$ cat src/rtl/reel_stop_seq.sv
// Slot-style reel stopper: one 16-bit Galois LFSR per reel, frozen one reel at a time while
// stop_req_i is held. Optional REEL_SEED_LOAD_EN adds seed_load_i/seed_val_i for idle reseeding.
module reel_stop_seq #(
  parameter int unsigned NUM_REELS = 4,
  parameter int unsigned NUM_W     = 4,
  parameter int unsigned DWELL     = 10,
  parameter int unsigned CNT_W     = 27,
  parameter logic [15:0] SEED_BASE = 16'hACE1
) (
  input  logic                         clk_i,
  input  logic                         reset_i,
  input  logic                         stop_req_i,
`ifdef REEL_SEED_LOAD_EN
  input  logic                         seed_load_i,
  input  logic [15:0]                  seed_val_i,
`endif
  output logic [NUM_REELS*NUM_W-1:0]   rand_nums_o,
  output logic [NUM_REELS-1:0]         frozen_o,
  output logic [NUM_REELS-1:0]         reel_stop_pulse_o,
  output logic                         done_o,
  output logic                         busy_o
);

  localparam int unsigned IdxW = (NUM_REELS > 1) ? $clog2(NUM_REELS) : 1;
  localparam logic [IdxW-1:0]  LastIdx = IdxW'(NUM_REELS - 1);
  localparam logic [CNT_W-1:0] DwellLast = CNT_W'(DWELL - 1);

  typedef enum logic [1:0] {StIdle, StSpin, StDone} state_e;

  function automatic logic [15:0] galois(input logic [15:0] s);
    return s[0] ? ((s >> 1) ^ 16'hB400) : (s >> 1);
  endfunction

  // Per-reel seed spreading; an all-zero LFSR would lock up, so zero maps to 1.
  function automatic logic [15:0] seed_of(input logic [15:0] base, input int unsigned k);
    logic [15:0] s;
    s = base ^ 16'(k * 32'h1F35);
    return (s == 16'h0000) ? 16'h0001 : s;
  endfunction

  state_e                 state_q, state_d;
  logic [CNT_W-1:0]       cnt_q, cnt_d;
  logic [IdxW-1:0]        idx_q, idx_d;
  logic [NUM_REELS-1:0]   frozen_q, frozen_d;
  logic [NUM_REELS-1:0]   pulse_q, pulse_d;
  logic                   done_q, done_d;
  logic                   busy_q, busy_d;
  logic [15:0]            lfsr_q [NUM_REELS];
  logic [15:0]            lfsr_d [NUM_REELS];
  logic                   load_seed;
  logic [15:0]            seed_src;

`ifdef REEL_SEED_LOAD_EN
  assign load_seed = seed_load_i && (state_q == StIdle);
  assign seed_src  = seed_val_i;
`else
  assign load_seed = 1'b0;
  assign seed_src  = SEED_BASE;
`endif

  always_comb begin
    state_d  = state_q;
    cnt_d    = cnt_q;
    idx_d    = idx_q;
    frozen_d = frozen_q;
    pulse_d  = '0;
    done_d   = done_q;
    busy_d   = busy_q;
    case (state_q)
      StIdle: begin
        frozen_d = '0;
        cnt_d    = '0;
        idx_d    = '0;
        done_d   = 1'b0;
        busy_d   = 1'b0;
        if (stop_req_i) begin
          state_d = StSpin;
          busy_d  = 1'b1;
        end
      end
      StSpin: begin
        // Abort has priority over a freeze landing on the same edge.
        if (!stop_req_i) begin
          state_d  = StIdle;
          frozen_d = '0;
          cnt_d    = '0;
          idx_d    = '0;
          done_d   = 1'b0;
          busy_d   = 1'b0;
        end else if (cnt_q == DwellLast) begin
          frozen_d[idx_q] = 1'b1;
          pulse_d[idx_q]  = 1'b1;
          cnt_d           = '0;
          if (idx_q == LastIdx) begin
            state_d = StDone;
            done_d  = 1'b1;
            busy_d  = 1'b0;
          end else begin
            idx_d = idx_q + IdxW'(1);
          end
        end else begin
          cnt_d = cnt_q + CNT_W'(1);
        end
      end
      StDone: begin
        if (!stop_req_i) begin
          state_d  = StIdle;
          frozen_d = '0;
          cnt_d    = '0;
          idx_d    = '0;
          done_d   = 1'b0;
          busy_d   = 1'b0;
        end
      end
      default: state_d = StIdle;
    endcase
  end

  always_comb begin
    for (int unsigned k = 0; k < NUM_REELS; k++) begin
      lfsr_d[k] = lfsr_q[k];
      if (load_seed) begin
        lfsr_d[k] = seed_of(seed_src, k);
      end else if (!frozen_q[k]) begin
        lfsr_d[k] = galois(lfsr_q[k]);
      end
    end
  end

  always_ff @(posedge clk_i or posedge reset_i) begin
    if (reset_i) begin
      state_q  <= StIdle;
      cnt_q    <= '0;
      idx_q    <= '0;
      frozen_q <= '0;
      pulse_q  <= '0;
      done_q   <= 1'b0;
      busy_q   <= 1'b0;
      for (int unsigned k = 0; k < NUM_REELS; k++) begin
        lfsr_q[k] <= seed_of(SEED_BASE, k);
      end
    end else begin
      state_q  <= state_d;
      cnt_q    <= cnt_d;
      idx_q    <= idx_d;
      frozen_q <= frozen_d;
      pulse_q  <= pulse_d;
      done_q   <= done_d;
      busy_q   <= busy_d;
      for (int unsigned k = 0; k < NUM_REELS; k++) begin
        lfsr_q[k] <= lfsr_d[k];
      end
    end
  end

  for (genvar k = 0; k < NUM_REELS; k++) begin : g_out
    assign rand_nums_o[k*NUM_W +: NUM_W] = lfsr_q[k][NUM_W-1:0];
  end

  assign frozen_o          = frozen_q;
  assign reel_stop_pulse_o = pulse_q;
  assign done_o            = done_q;
  assign busy_o            = busy_q;

endmodule

$ cat config.mk
export PLATFORM = sky130hd
export DESIGN_NAME = reel_stop_seq
export DESIGN_NICKNAME = d
export VERILOG_FILES = /design/src/rtl/reel_stop_seq.sv
export SDC_FILE = /design/constraint.sdc
export NUM_CORES = 1
export LEC_CHECK = 0
export CORE_MARGIN = 2
export CORE_UTILIZATION = 50
export CTS_BUF_LIST = sky130_fd_sc_hd__clkbuf_8
export CTS_CLUSTER_DIAMETER = 50
export CTS_CLUSTER_SIZE = 24
export DETAILED_ROUTE_END_ITERATION = 10
export PLACE_DENSITY = 0.69
export SLEW_MARGIN = 30
export SYNTH_ARGS = -nofsm -noshare
export SYNTH_HDL_FRONTEND = slang
export SYNTH_SLANG_ARGS = --single-unit
$ cat constraint.sdc
create_clock -name clk_i -period 6.7 [get_ports clk_i]
set_input_delay 1.34 -clock clk_i [delete_from_list [all_inputs] [get_ports clk_i]]
set_output_delay 1.34 -clock clk_i [all_outputs]
set_load 0.02 [all_outputs]
==> impl_metrics.yaml, run 1 <==
status:
  status: "finished, final reports clean"
pwr:
  power-per-cell-area_nw_per_um2: 210
  vdd.ir_drop.worst_v: 0.0000861
  report.power.total_mw: 1.13
  p_leak_nw: 2.20
placed_design:
  placement.cell_area_sq_um: 5200
  preCtsSetupSlack_ns: 2.96
  dp.cells: 549
  portBuffers: 28
  routabilityCongestion: 0.838
  post_detailed_placement_half_perimeter_wirelength_mm: 5.41
timing:
  report.final.hold_viol_count: 0
  slew_violations: 0
  final.setup.worst_slack_ns: 3.33
  rsz_0062_raised_after_global_routing: "false"
  period_minus_slack_ns: 3.37
  totalNegativeSetupSlack_ns: 0
  final_period_util_pct: 50.2
  timing.clock.skew_ns: 0.0121
  whs_ns: 0.491
  achievable-frequency_ghz: 0.297
  timing_worst_slew_pin_value_ns: 0.736
  maxSlewHeadroom_pct: 50.9
  final-setup-viol-count: 0
route:
  routed_via_density: 5.68
  detail_route.wl_per_cell_um: 14.9
  num_vias: 3212
  drtAntennaViolNets: 0
  initialDrtViolationCount: 206
  routed_wirelength_mm: 8.42
  post_detailed_route_drc_marker_count: 0
  drtPass1Iterations: 5
global_route:
  grt_usage_pct: 16.4
  globalRouteOverflowTotal: 0
  grt_pass1_vias: 3170
  grt_max_degree: 55
  initial_antenna_violation_count: 0
  grt_first_pass_wirelength_mm: 14.6
synth:
  synth_top_area_share_pct: 35.4
  synth_cells: 424
  synth_flop_cell: "sky130_fd_sc_hd__dfrtp_1"
  total_nets_after_synthesis: 437
  synth.area.top_cells: "sky130_fd_sc_hd__dfrtp_1, sky130_fd_sc_hd__dfstp_2, sky130_fd_sc_hd__mux2_2, sky130_fd_sc_hd__xnor2_1, sky130_fd_sc_hd__ha_1"
  yosysSeqAreaShare_pct: 54.0
  synth.cell_area_sq_um: 4950
  synth_area_leader_cell: "sky130_fd_sc_hd__dfrtp_1"
  syn_area_per_cell_sq_um: 11.7
  synth_enable_flop_cells: 0
  postSynth.asyncResetShare_pct: 100
  ys_warn_count: 0
  yosysUniqueCellTypes: 44
  ys_ff_latch: 105
finish:
  utilization_pct: 55.7
  final_antenna_diode_count: 0
  postLayoutCellArea_sq_um: 5400
  synthToLayoutAreaGrowth_pct: 9.02
  finalNonFillerCells: 565
  fillCellCount: 823
  final_layout_net_count: 440
  layout-drive-gt1-share_pct: 25.9
hold_path:
  hold-path-endpoint: "lfsr_q[58]"
  hold_wc_path_type: "reg2reg"
  timing.hold.worst_path_depth: 2
  hold_start: "lfsr_q[58]"
floorplan:
  total_core_area_sq_um: 9680
  die-height_um: 104
  dieArea_sq_um: 10700
  floorplan.rows: 36
  floorplan.die.width_um: 104
  initial_core_util_pct: 51.1
  design.portCount: 29
clocking:
  cts.path.max_buffers: 2
  postCtsResizedCells: 0
  h-tree-depth: 3
  numClockSinks: 105
  cts.root.buffer_cell: "sky130_fd_sc_hd__clkbuf_8"
  cts_tree: "yes"
  cts.reportedPaths.clkPinSlew_ns: 0.10
  cts-hold-fix-buffers: 0
  post_cts_buffers: 0
  numCtsBuffers: 9
  clk_latency_ns: 0.37
worst_setup_path:
  slowest_delay_ns: 0.70
  critical_path_arrival_ns: 3.65
  path_max_fanout: 15
  critPathRequiredTime_ns: 6.98
  crit-reg2reg-capture: "cnt_q[10]"
  ordered_cell_list_for_the_critical_path: "clkdlybuf4s50_1 -> a21o_1 -> or4_4 -> or4b_1 -> a22oi_1"
  timing.critical_path.max_delay_family: "simple AND/OR/NAND/NOR gates"
  standard_cell_with_the_maximum_stage_delay_on_the_critical_path: "sky130_fd_sc_hd__or4_4"
  worst_setup_path_end_kind: "flop"
  worst-path-buf-inv: 1
  r2r_cells: 4
  reg2reg_from: "cnt_q[18]"
  crit_path_start_kind: "input pin"
  setup.reg_to_reg.worst_slack_ns: 4.03
  worstSetupPathType: "in2reg"
job:
  drv.max_cap_violation_count: 0
power by group:
part	internal (mW)	total, mW	switching, mW	leakage [nW]
Combinational	0.0301	0.0972	0.0671	0.757
Clock	0.162	0.382	0.220	0.103
Sequential	0.642	0.653	0.0109	1.34
layout make-up:
class                      count  area [sq um]  share of cell area (%)
sequential                   105          2670                    49.5
clock buffer                  11           151                    2.80
timing repair buffer          30           295                    5.47
tap                          133           166                    3.08
inverter                      11          43.8                   0.811
multi-input combinational    270          2030                    37.6
clock inverter                 5          42.5                   0.788
worst max path at each step:
stage,from,cells after the start,slack (ns),endpoint
after floorplan,reset_i,1,2.66,busy_o
after global placement,stop_req_i,5,3.04,cnt_q[26]
after detailed placement,stop_req_i,5,2.96,cnt_q[20]
after CTS,stop_req_i,5,3.36,cnt_q[26]
after global routing,stop_req_i,5,3.25,cnt_q[26]
final,stop_req_i,5,3.33,cnt_q[26]
cell usage after synthesis (all sizes together) (9+ instances only):
cell type / instances
o31ai: 9
nand2: 30
a21oi: 12
ha: 10
nand3: 11
clkbuf: 16
mux2: 52
dfrtp: 70
or4: 10
xnor2: 16
o21ai: 26
dfstp: 35
nand4: 12
a22oi: 16
buf: 22
nor4: 9
inv: 11
registers in the layout, summed over array words and instances (netlist names):
signal and cells:
lfsr_q 48, reel_stop_pulse_o 4, frozen_o 4, done_o 1, idx_q 2, rand_nums_o 16, busy_o 1, cnt_q 27
state_q 2
cell families (layout without fill, tap and decap cells):
kind of cell             after synthesis  after routing  share of synthesized area (%)
AND/OR/NAND/NOR                      110            110                           12.8
adder cells (fa/ha/maj)               10             10                           2.53
XOR/XNOR                              20             20                           3.54
AO/OA/AOI/OAI                         78             78                           10.1
multiplexers                          52             52                           11.8
buffers and inverters                 49             57                           5.33
flip-flops                           105            105                           54.0
tightest hold or removal path: stages (launching register included):
cell	delay, ns
sky130_fd_sc_hd__dfstp_2	0.38
sky130_fd_sc_hd__nand2_1	0.05
sky130_fd_sc_hd__o21ai_0	0.07
routing by layer:
layer  global-route usage [%]  wire [um]  vias to the layer above
li1                         -          -                     1533
met1                     21.7       3990                     1625
met2                     26.6       4060                       42
met3                     3.71        232                       12
met4                     6.37        136                        0
met5                        0          0                        -
cells in the final DEF (no fill, tap or decap), drive strengths merged, types with 2 or more instances in the layout:
master and count:
a21oi 12, a22oi 16, and2 3, and3 5, and4 5, buf 2, clkbuf 11, clkdlybuf4s50 28
dfrtp 70, dfstp 35, ha 10, inv 15, mux2 52, nand2 30, nand2b 2, nand3 11
nand4 12, nor2 3, nor3 7, nor4 9, nor4b 2, o211ai 2, o21a 5, o21ai 26
o31ai 9, or3 8, or4 10, xnor2 16, xor2 4
(Power assumes the default switching activity.)
==> run 2: changes to the inputs <==
==> constraint.sdc (replaced) <==
create_clock -name clk_i -period 3.4 [get_ports clk_i]
set_input_delay 0.68 -clock clk_i [delete_from_list [all_inputs] [get_ports clk_i]]
set_output_delay 0.68 -clock clk_i [all_outputs]
set_load 0.02 [all_outputs]
==> run 2 against run 1 <==
Clock-buffer cell count stayed put. Die area stayed put. Flip-flop and latch count stayed put. Combinational power is 98% higher.
==> impl_metrics.yaml, run 2 (synthesized netlist as in run 1, its figures left out) <==
floorplan:
  die-height_um: 104
  initial_core_util_pct: 51.1
  total_core_area_sq_um: 9680
  dieArea_sq_um: 10700
  design.portCount: 29
  floorplan.die.width_um: 104
  floorplan.rows: 36
placed_design:
  post_detailed_placement_half_perimeter_wirelength_mm: 5.48
  portBuffers: 28
  routabilityCongestion: 0.820
pwr:
  report.power.total_mw: 2.24
  p_leak_nw: 2.23
  net-switching-power_mw: 0.536
  share_comb_of_total_power_pct: 8.6
  clockPowerShare_pct: 34.0
  vdd.ir_drop.worst_v: 0.000179
  power-per-cell-area_nw_per_um2: 411
  switching_share_pct: 23.9
  intPower_mw: 1.70
  share_of_total_power_in_sequential_cells_pct: 57.4
timing:
  maxSlewHeadroom_pct: 53.4
  report.final.hold_viol_count: 0
  timing.clock.skew_ns: 0.0119
  slew_violations: 0
  rsz_0062_raised_after_global_routing: "false"
  achievable-frequency_ghz: 0.387
  final_period_util_pct: 76.0
  timing_worst_slew_pin_value_ns: 0.700
  final-setup-viol-count: 0
  period_minus_slack_ns: 2.58
  totalNegativeSetupSlack_ns: 0
worst_setup_path:
  path_max_fanout: 21
  timing.critical_path.max_delay_family: "flip-flops"
  worst-path-buf-inv: 1
  worstSetupPathType: "reg2out"
  crit_path_start_kind: "flop"
  standard_cell_with_the_maximum_stage_delay_on_the_critical_path: "sky130_fd_sc_hd__dfrtp_1"
  reg2reg_from: "state_q[0]"
  slowest_delay_ns: 0.80
  crit-reg2reg-capture: "cnt_q[20]"
  setup.reg_to_reg.worst_slack_ns: 0.97
  critPathRequiredTime_ns: 2.72
  r2r_cells: 6
  ordered_cell_list_for_the_critical_path: "clkdlybuf4s50_1"
  worst_setup_path_end_kind: "output port"
  critical_path_arrival_ns: 1.90
global_route:
  grt_usage_pct: 16.3
  globalRouteOverflowTotal: 0
  grt_pass1_vias: 3141
  grt_max_degree: 54
  initial_antenna_violation_count: 0
  grt_first_pass_wirelength_mm: 14.4
finish:
  layout.cells.most_common_list: "sky130_fd_sc_hd__dfrtp_1, sky130_fd_sc_hd__mux2_2, sky130_fd_sc_hd__dfstp_2"
  largest_register_ff_count: 48
  mostFrequentLayoutCell: "sky130_fd_sc_hd__dfrtp_1"
  layout-drive-gt1-share_pct: 26.1
  largest_register: "lfsr_q"
  final_layout_net_count: 445
  final_antenna_diode_count: 0
  synthToLayoutAreaGrowth_pct: 10.0
clocking:
  numCtsBuffers: 9
  cts.reportedPaths.clkPinSlew_ns: 0.09
  cts.root.buffer_cell: "sky130_fd_sc_hd__clkbuf_8"
  cts-hold-fix-buffers: 0
  clk_latency_ns: 0.36
  post_cts_buffers: 0
  cts.path.max_buffers: 2
  numClockSinks: 105
  h-tree-depth: 3
  cts_tree: "yes"
  postCtsResizedCells: 0
hold_path:
  hold_wc_path_type: "reg2reg"
  timing.hold.worst_path_depth: 2
  hold-path-endpoint: "lfsr_q[42]"
  hold_start: "lfsr_q[42]"
route:
  drtPass1Iterations: 4
  initialDrtViolationCount: 153
  routed_via_density: 5.65
  routed_wirelength_mm: 8.25
  drtAntennaViolNets: 0
  num_vias: 3218
  post_detailed_route_drc_marker_count: 0
  detail_route.wl_per_cell_um: 14.5
status:
  status: "finished, final reports clean"
job:
  drv.max_cap_violation_count: 0
-- run 2: metal layers --
layer	track usage (%)	routed length, um	up-vias
met5	0	0	-
met4	8.69	175	0
met3	2.83	223	13
met2	26.6	3990	50
met1	20.9	3860	1615
li1	-	-	1540
-- run 2: layout make-up --
type	count	area, sq um
sequential	105	2670
clock inverter	5	48.8
tap	133	166
inverter	11	43.8
fill	818	4240
multi-input combinational	270	2020
clock buffer	11	151
timing repair buffer	35	345
-- run 2: stage by stage --
step,util (%),hold WS (ns),instance area (sq um),std cells,setup WS (ns)
floorplan,-,0.449,4950,424,0.0174
global placement,54.2,0.472,5250,554,0.553
detailed placement,54.2,0.471,5250,554,0.443
CTS,56.2,0.494,5450,570,0.792
global route,56.2,0.514,5450,570,0.750
finish,56.2,0.488,5450,570,0.818
-- run 2: power by group through the flow --
stage | clock network [mW] | registers [mW] | logic (mW)
global placement | 0 | 1.31 | 0.190
finish | 0.761 | 1.28 | 0.192
floorplan | 0 | 1.31 | 0.138
CTS | 0.788 | 1.28 | 0.196
detailed placement | 0 | 1.31 | 0.195
global route | 0.833 | 1.29 | 0.223
-- run 2: worst max path at each step --
| stage | from | to | slack (ns) | cells past startpoint |
|---|---|---|---|---|
| 3_5_place_dp | stop_req_i | cnt_q[20] | 0.44 | 5 |
| 2_1_floorplan | reset_i | busy_o | 0.02 | 1 |
| 6_report | frozen_o[3] | frozen_o[3] | 0.82 | 1 |
| 4_1_cts | frozen_o[3] | frozen_o[3] | 0.79 | 1 |
| 5_1_grt | frozen_o[3] | frozen_o[3] | 0.75 | 1 |
| 3_3_place_gp | stop_req_i | cnt_q[26] | 0.55 | 5 |
